--- config.mk ---
export PLATFORM = sky130hd
export DESIGN_NAME = dma_scheduler_flat
export DESIGN_NICKNAME = d
export VERILOG_FILES = /design/src/rtl/dma_scheduler_pkg.sv /design/src/rtl/dma_scheduler_if.sv /design/src/rtl/dma_scheduler.sv /design/src/flat_wrapper.sv
export SDC_FILE = /design/constraint.sdc
export NUM_CORES = 1
export LEC_CHECK = 0
export ABC_AREA = 1
export CELL_PAD_IN_SITES_DETAIL_PLACEMENT = 0
export CELL_PAD_IN_SITES_GLOBAL_PLACEMENT = 1
export CORE_UTILIZATION = 21
export CTS_CLUSTER_SIZE = 8
export DETAILED_ROUTE_END_ITERATION = 7
export PLACE_DENSITY_LB_ADDON = 0.15
export SYNTH_ARGS = -nofsm -noshare
export SYNTH_HDL_FRONTEND = slang
export SYNTH_SLANG_ARGS = --single-unit
--- constraint.sdc ---
create_clock -name clk -period 1.7 [get_ports clk]
set_input_delay 0.255 -clock clk [delete_from_list [all_inputs] [get_ports clk]]
set_output_delay 0.255 -clock clk [all_outputs]
set_load 0.005 [all_outputs]
--- src/rtl/dma_scheduler_pkg.sv ---
// Shared constants for the data-memory DMA scheduler: memory geometry, copy
// length, FSM state type and the default copy timeout.
package dma_scheduler_pkg;

   localparam int DATA_ADDR_WIDTH = 8;
   localparam int DATA_WIDTH      = 16;
   localparam int KEY_NUM         = 4;

   typedef enum logic [1:0] {
      ST_IDLE,
      ST_START,
      ST_COPY,
      ST_RELEASE
   } dma_state_e;

   // Slack of four cycles on top of the nominal copy length.
   function automatic int default_timeout(input int copy_len);
      return copy_len + 4;
   endfunction

endpackage

--- src/rtl/dma_scheduler_if.sv ---
// Frame/CPU/DMA/memory signal bundle of the DMA scheduler.
interface dma_scheduler_if #(
   parameter int ADDR_WIDTH = dma_scheduler_pkg::DATA_ADDR_WIDTH
);
   import dma_scheduler_pkg::*;

   logic                  frame_start;
   logic                  enable;
   logic                  cpu_mem_we;
   logic [ADDR_WIDTH-1:0] cpu_mem_addr;
   logic [DATA_WIDTH-1:0] cpu_mem_din;
   logic                  dma_mem_we;
   logic [ADDR_WIDTH-1:0] dma_mem_addr;
   logic [DATA_WIDTH-1:0] dma_mem_din;
   logic                  dma_copy_start;
   logic                  cpu_stall;
   logic                  mem_we;
   logic [ADDR_WIDTH-1:0] mem_addr;
   logic [DATA_WIDTH-1:0] mem_din;
   logic                  overrun;
   logic                  timeout_err;

   modport slave (
      input  frame_start, enable,
      input  cpu_mem_we, cpu_mem_addr, cpu_mem_din,
      input  dma_mem_we, dma_mem_addr, dma_mem_din,
      output dma_copy_start, cpu_stall,
      output mem_we, mem_addr, mem_din,
      output overrun, timeout_err
   );

   modport master (
      output frame_start, enable,
      output cpu_mem_we, cpu_mem_addr, cpu_mem_din,
      output dma_mem_we, dma_mem_addr, dma_mem_din,
      input  dma_copy_start, cpu_stall,
      input  mem_we, mem_addr, mem_din,
      input  overrun, timeout_err
   );

endinterface

--- src/rtl/dma_scheduler.sv ---
// Frame-boundary DMA scheduler: hands the data-memory write port from the CPU
// to a DMA client for one copy per frame, with overrun and timeout flags.
module dma_scheduler
   import dma_scheduler_pkg::*;
#(
   parameter int ADDR_WIDTH = DATA_ADDR_WIDTH,
   parameter int COPY_LEN   = KEY_NUM,
   parameter int TIMEOUT    = default_timeout(COPY_LEN)
) (
   input  logic           clk,
   input  logic           reset,
   dma_scheduler_if.slave bus
);

   localparam int CW = $clog2(TIMEOUT + 1);
   localparam int WW = CW + 1;
   localparam logic [CW-1:0] CYC_MAX   = CW'(TIMEOUT);
   localparam logic [WW-1:0] WORDS_EXP = WW'(COPY_LEN);

   dma_state_e            state;
   dma_state_e            state_nxt;
   logic [CW-1:0]         cyc_cnt;
   logic [WW-1:0]         word_cnt;
   logic                  dma_we_q;
   logic                  timed_out;
   logic                  copy_end;
   logic                  overrun_q;
   logic                  timeout_err_q;
   logic                  mux_we;
   logic [ADDR_WIDTH-1:0] mux_addr;
   logic [DATA_WIDTH-1:0] mux_din;

   always_ff @(posedge clk) begin
      if (reset) state <= ST_IDLE;
      else       state <= state_nxt;
   end

   always_comb begin
      state_nxt = state;
      timed_out = 1'b0;
      copy_end  = 1'b0;
      case (state)
         ST_IDLE:    if (bus.frame_start && bus.enable) state_nxt = ST_START;
         ST_START:   state_nxt = ST_COPY;
         ST_COPY: begin
            timed_out = (cyc_cnt == CYC_MAX);
            copy_end  = timed_out || (dma_we_q && !bus.dma_mem_we);
            if (copy_end) state_nxt = ST_RELEASE;
         end
         ST_RELEASE: state_nxt = ST_IDLE;
         default:    state_nxt = ST_IDLE;
      endcase
   end

   // Port select depends on the registered state only; in IDLE the CPU
   // request passes straight through so a write in the frame_start cycle lands.
   always_comb begin
      mux_we   = 1'b0;
      mux_addr = '0;
      mux_din  = '0;
      case (state)
         ST_IDLE: begin
            mux_we   = bus.cpu_mem_we;
            mux_addr = bus.cpu_mem_addr;
            mux_din  = bus.cpu_mem_din;
         end
         ST_COPY: begin
            mux_we   = bus.dma_mem_we;
            mux_addr = bus.dma_mem_addr;
            mux_din  = bus.dma_mem_din;
         end
         default: ;
      endcase
   end

   always_comb begin
      bus.dma_copy_start = (state == ST_START);
      bus.cpu_stall      = (state != ST_IDLE);
      bus.mem_we         = mux_we;
      bus.mem_addr       = mux_addr;
      bus.mem_din        = mux_din;
      bus.overrun        = overrun_q;
      bus.timeout_err    = timeout_err_q;
   end

   always_ff @(posedge clk) begin
      if (reset) begin
         cyc_cnt       <= '0;
         word_cnt      <= '0;
         dma_we_q      <= 1'b0;
         overrun_q     <= 1'b0;
         timeout_err_q <= 1'b0;
      end else begin
         // Only a write seen inside COPY can arm the falling-edge detector.
         dma_we_q <= (state == ST_COPY) && bus.dma_mem_we;
         case (state)
            ST_START: begin
               cyc_cnt  <= '0;
               word_cnt <= '0;
            end
            ST_COPY: begin
               if (cyc_cnt != CYC_MAX) cyc_cnt <= cyc_cnt + 1'b1;
               if (bus.dma_mem_we && word_cnt != '1) word_cnt <= word_cnt + 1'b1;
               if (copy_end && (timed_out || word_cnt != WORDS_EXP)) timeout_err_q <= 1'b1;
            end
            default: ;
         endcase
         if (bus.frame_start && state != ST_IDLE) overrun_q <= 1'b1;
      end
   end

endmodule

--- src/flat_wrapper.sv ---
// flat-port wrapper written by rule: the top's interface ports become plain ports
module dma_scheduler_flat import dma_scheduler_pkg::*;
#(
   parameter int ADDR_WIDTH = DATA_ADDR_WIDTH,
   parameter int COPY_LEN   = KEY_NUM,
   parameter int TIMEOUT    = default_timeout(COPY_LEN)
)
  (clk, reset, bus_frame_start, bus_enable, bus_cpu_mem_we, bus_cpu_mem_addr, bus_cpu_mem_din, bus_dma_mem_we, bus_dma_mem_addr, bus_dma_mem_din, bus_dma_copy_start, bus_cpu_stall, bus_mem_we, bus_mem_addr, bus_mem_din, bus_overrun, bus_timeout_err);
  dma_scheduler_if #(.ADDR_WIDTH(ADDR_WIDTH)) bus_i ();
  input  logic clk;
  input  logic reset;
  input wire logic [$bits(bus_i.frame_start)-1:0] bus_frame_start;
  input wire logic [$bits(bus_i.enable)-1:0] bus_enable;
  input wire logic [$bits(bus_i.cpu_mem_we)-1:0] bus_cpu_mem_we;
  input wire logic [$bits(bus_i.cpu_mem_addr)-1:0] bus_cpu_mem_addr;
  input wire logic [$bits(bus_i.cpu_mem_din)-1:0] bus_cpu_mem_din;
  input wire logic [$bits(bus_i.dma_mem_we)-1:0] bus_dma_mem_we;
  input wire logic [$bits(bus_i.dma_mem_addr)-1:0] bus_dma_mem_addr;
  input wire logic [$bits(bus_i.dma_mem_din)-1:0] bus_dma_mem_din;
  output wire logic [$bits(bus_i.dma_copy_start)-1:0] bus_dma_copy_start;
  output wire logic [$bits(bus_i.cpu_stall)-1:0] bus_cpu_stall;
  output wire logic [$bits(bus_i.mem_we)-1:0] bus_mem_we;
  output wire logic [$bits(bus_i.mem_addr)-1:0] bus_mem_addr;
  output wire logic [$bits(bus_i.mem_din)-1:0] bus_mem_din;
  output wire logic [$bits(bus_i.overrun)-1:0] bus_overrun;
  output wire logic [$bits(bus_i.timeout_err)-1:0] bus_timeout_err;
  assign bus_i.frame_start = bus_frame_start;
  assign bus_i.enable = bus_enable;
  assign bus_i.cpu_mem_we = bus_cpu_mem_we;
  assign bus_i.cpu_mem_addr = bus_cpu_mem_addr;
  assign bus_i.cpu_mem_din = bus_cpu_mem_din;
  assign bus_i.dma_mem_we = bus_dma_mem_we;
  assign bus_i.dma_mem_addr = bus_dma_mem_addr;
  assign bus_i.dma_mem_din = bus_dma_mem_din;
  assign bus_dma_copy_start = bus_i.dma_copy_start;
  assign bus_cpu_stall = bus_i.cpu_stall;
  assign bus_mem_we = bus_i.mem_we;
  assign bus_mem_addr = bus_i.mem_addr;
  assign bus_mem_din = bus_i.mem_din;
  assign bus_overrun = bus_i.overrun;
  assign bus_timeout_err = bus_i.timeout_err;
  dma_scheduler #(.ADDR_WIDTH(ADDR_WIDTH), .COPY_LEN(COPY_LEN), .TIMEOUT(TIMEOUT)) u_core (.clk(clk), .reset(reset), .bus(bus_i));
endmodule
Word level (Yosys, flattened, before mapping). Cells that the tools add are included.

Bits in latches: 0. Bits of input ports: 54. Output and inout bits: 29. Flip-flop bits (word level): 14. Memory bits (read-only): 0. Word-level logic and storage cells: 47. Memories kept: 0. Bits in writable memories: 0.

Order comparisons: 0. Multipliers: 0. Shift-type cells: 0. Equality and inequality tests: 11. Div/mod/pow operators: 0. Add/subtract/negate cells: 2. Bitwise logic cells: 0. Reduce and logical (&&, ||, !) cells: 16. Mux-type cells: 12.

Operator list (number): case mux 16 bit (2 select lines) (1); case mux 8 bit (2 select lines) (1); case mux 5 bit (2 select lines) (1); case mux 2 bit (4 select lines) (1); case mux 4 bit (2 select lines) (1); AND reduction 2 bit (4); logical AND 1 bit (6); adder 5 x 1 -> 5 bit, second input constant (1); two-way mux 5 bit (1); inequality test 5 x 3 -> 1 bit, second input constant (1); inequality test 5 bit, second input constant (1); adder 4 x 1 -> 4 bit, second input constant (1); == test 2 bit, second input constant (2); == test 4 bit, second input constant (1); two-way mux 2 bit (2); two-way mux 4 bit (1); inequality test 2 x 1 -> 1 bit, second input constant (2); inequality test 2 bit, second input constant (2); inequality test 4 bit, second input constant (1); nonzero test 2 bit (2); == test 2 x 1 -> 1 bit, second input constant (1); logical NOT 2 bit (1); logical OR 1 bit (2); two-way mux 1 bit (2); 2 further kinds (2).

Depth between registers and ports, before layout.
Depth in word-level cells: 6. Gate-level depth with buffers: 8. Depth with buffers taken out: 8.

Least setup slack after synthesis. No wires, ideal clock.

Kind: register -> output. Start: register u_core.state[0]. End: output port bus_mem_din[2]. Path slack: 308 ps. Required time: 1445 ps. Cell stages (with the launch flop): 6. Path buffers: 2. Arrival: 1137 ps. Cell sequence: dfxtp_1 -> inv_1 -> ha_1 -> buf_4 -> buf_2 -> a22o_1.

Cells in the longest elaborated chain, start to end: 2. Elaborated cells between the ends (all ways): 3. Those cells by class: eq/ne (1); mux (1); reduce/logical (1).

Ends and longest elaborated chain: start, declared (RTL line dma_scheduler.sv:20) `dma_state_e state;`; start signal, assigned (RTL line dma_scheduler.sv:35) `else state <= state_nxt;`; == test 2 bit or logical NOT 2 bit (tied branches) (RTL line dma_scheduler.sv:61) `case (state)`; case mux 16 bit (2 select lines) (*) (RTL line dma_scheduler.sv:61); end, declared (RTL line flat_wrapper.sv:24) `output wire logic [$bits(bus_i.mem_din)-1:0] bus_mem_din;`.

Mark *: on every way between the ends. The rest lies on a longest branch, timed or not.

Final worst setup path.
Start: register u_core.state[1]. End: output port bus_mem_din[14].

Same word-level chain as after synthesis.

==> out/qor.txt <==
P&R area growth vs syn: 113.1%
adder-cell share of the synthesized area: 0.1111
Inserted Clock Buffers: 3
syn nets: 202
Starting Density: 0.2250
critical path endpoint category: output pin
Startpoint Class: register
Buffers on Ports: 82
CTS root buffer: clkbuf_8
Tmin final: 1678 ps
Slew Viols, Final: 0
Tot GR Track Use: 0.1603
pin count of the biggest net entering global routing: 11
Die ar.: 5108 um^2
leading cell type in the layout, fill and taps excluded: clkdlybuf4s50_1
flops & latches, synth: 14
Worst-path clk slew: 60 ps
pre-CTS setup slack: -43.91 ps
Clock Latency Late Sink: 240 ps
diode count: 0
DR vias/cell: 4.578
number of remaining DRC errors: 0
fmax: 595.9 MHz
Slew @ Worst Pin: 265.5 ps
Max VDD drop: 0.5246 mV
hold path endpoint: u_core.bus.timeout_err
reg2reg path depth: 11
CTS tree: yes
cts hold-fix bufs: 0
worst r2r src: u_core.state[1]
first-pass GRT wire length: 6417 um
Post-DRT Antenna Nets: 0
Die Ht: 71.47 um
Post-Syn Area: 1013 um^2
final hold violation count: 0
worst-path fanout max: 5
grt ovf: 0
Final #Nets: 306
RSZ-0062 raised after global routing: true
reg-to-reg setup timing slack: 60 ps
combinational family with the most area after synthesis: compound AO/OA/AOI/OAI gates
setup slack after layout: 21.93 ps
Clock Path Buffers: 2
# fillers: 449
Core ar.: 4504 um^2
Min-Delay Path Class: reg -> reg
status: finished, final reports clean
Compound-Gate Fraction of Synth Area: 0.3025
Detailed Route WL: 4360 um
Die Width: 71.47 um
# Max-Cap Violations: 0
Rows: 24
relative slew slack: 0.8224
Worst Hold Launch: u_core.bus.timeout_err
antenna violations before repair: 0
number of global-route vias before repair: 1276
post-synthesis mux area share: 0
layout cells sized above 1: 0.2397
I/O pin count: 83
sequential element share of the synthesized area: 0.2765
Design Power: 3.026 mW
clk sinks: 14
gpl congestion: 0.7262
hold path cells: 2
dpl hpwl: 3199 um
Layout Skew: 5.115 ps
type of the worst setup path: reg -> out
First DRT Iteration DRCs: 29
Pwr per Cell Area: 1401 nW/um^2
Critical R2R Capture: u_core.word_cnt[3]
Synth warnings: 0
Avg WL per Cell: 14.83 um
cell count after synthesis: 139
syn_area_per_cell: 7.291 um^2
Pleak: 0.9626 nW
H-tree depth: 1
via count: 1346
1st-pass router iterations: 4
WP data required: 1440 ps
post-synthesis simple-gate area fraction: 0.1988
commonest non-fill, non-tap cells in the layout: clkdlybuf4s50_1, a22o_1, nand2_1, inv_1, a21oi_1
XOR/XNOR share of the synthesized area: 0.008642
final instance area: 2160 um^2
Critical Path AT: 1420 ps
Yosys cell types: 17
period utilisation layout: 0.9871
final setup vio count: 0
dpl cell area: 1931 um^2
## state kept, by name, indices dropped and copies added, names as in the netlist
signal / cells
u_core.state: 2
u_core.dma_we_q: 1
u_core.word_cnt: 5
u_core.bus.overrun: 1
u_core.bus.timeout_err: 1
u_core.cyc_cnt: 4
## power by group
part / total [mW] / internal [mW] / switching [mW]
combinational: 2.27 / 1.34 / 0.929
clock: 0.329 / 0.205 / 0.124
sequential: 0.424 / 0.380 / 0.0436
## repair_timing
item	in CTS	in global routing
pin swaps	1	8
buffers inserted	7	5
gates resized for setup	77	28
cloned	1	2
setup endpoints to repair	27	27
## cells by family (layout without fill, tap and decap cells)
group                      count (synthesis)  count (layout)
AOI/OAI and AO/OA                         42              42
and+or+nand+nor                           48              48
adders and majority gates                  9               9
xor gates and xnor gates                   1               1
buffers and inverters                     25             128
DFF                                       14              14
## Yosys cell counts, drive strengths merged
cell type	number	area, um^2
a21oi	14	70.07
a22o	24	210.2
buf	6	32.53
clkbuf	1	3.750
dfxtp	14	280.3
ha	9	112.6
inv	18	67.56
nand2	25	93.84
nand3	11	60.06
nand4	1	6.260
nor2	11	41.29
o21ai	3	18.77
o31ai	1	7.510
xor2	1	8.760
## metal layers
layer  GRT usage  part of all wire
met5           0                 0
met4     0.05229            0.0085
met3     0.02250             0.051
met2      0.2942              0.51
met1      0.1919              0.43
## per-stage QoR
step	setup TNS [ps]	hold WS [ps]	utilization	instances
after floorplan	0	398.6	-	139
after global placement	-4.667	445.3	0.4286	275
after detailed placement	-482.8	461.8	0.4286	275
after CTS	-468.7	471.2	0.4647	287
after global routing	-213.6	499.3	0.4794	294
final	0	460.9	0.4794	294
## cell type report
cell class / count / area [um^2] / share of cell area
clock buffer: 4 / 55.05 / 0.02549
multi-input combinational: 100 / 669.4 / 0.3100
inverter: 18 / 70.07 / 0.03244
timing repair buffer: 106 / 1017 / 0.4710
sequential: 14 / 282.8 / 0.1309
tap: 52 / 65.06 / 0.03013
## worst max-delay path by stage
stage                                from              end  slack (ps)
after global placement    u_core.state[0]  bus_mem_addr[5]          -5
after detailed placement  u_core.state[0]  bus_mem_din[10]         -40
after global routing      u_core.state[0]  bus_mem_addr[6]         -50
final                     u_core.state[1]  bus_mem_din[14]          20
after CTS                 u_core.state[0]   bus_mem_din[9]         -60
after floorplan           u_core.state[0]   bus_mem_din[2]         310
## worst max-delay path, cell delays in order (launching register included)
cell     delay (ps)
dfxtp_2         330
buf_6           120
ha_4            180
buf_8           130
buf_4           140
a22o_1          170
buf_2           120
Note: power is estimated with default switching activity, not from simulation.
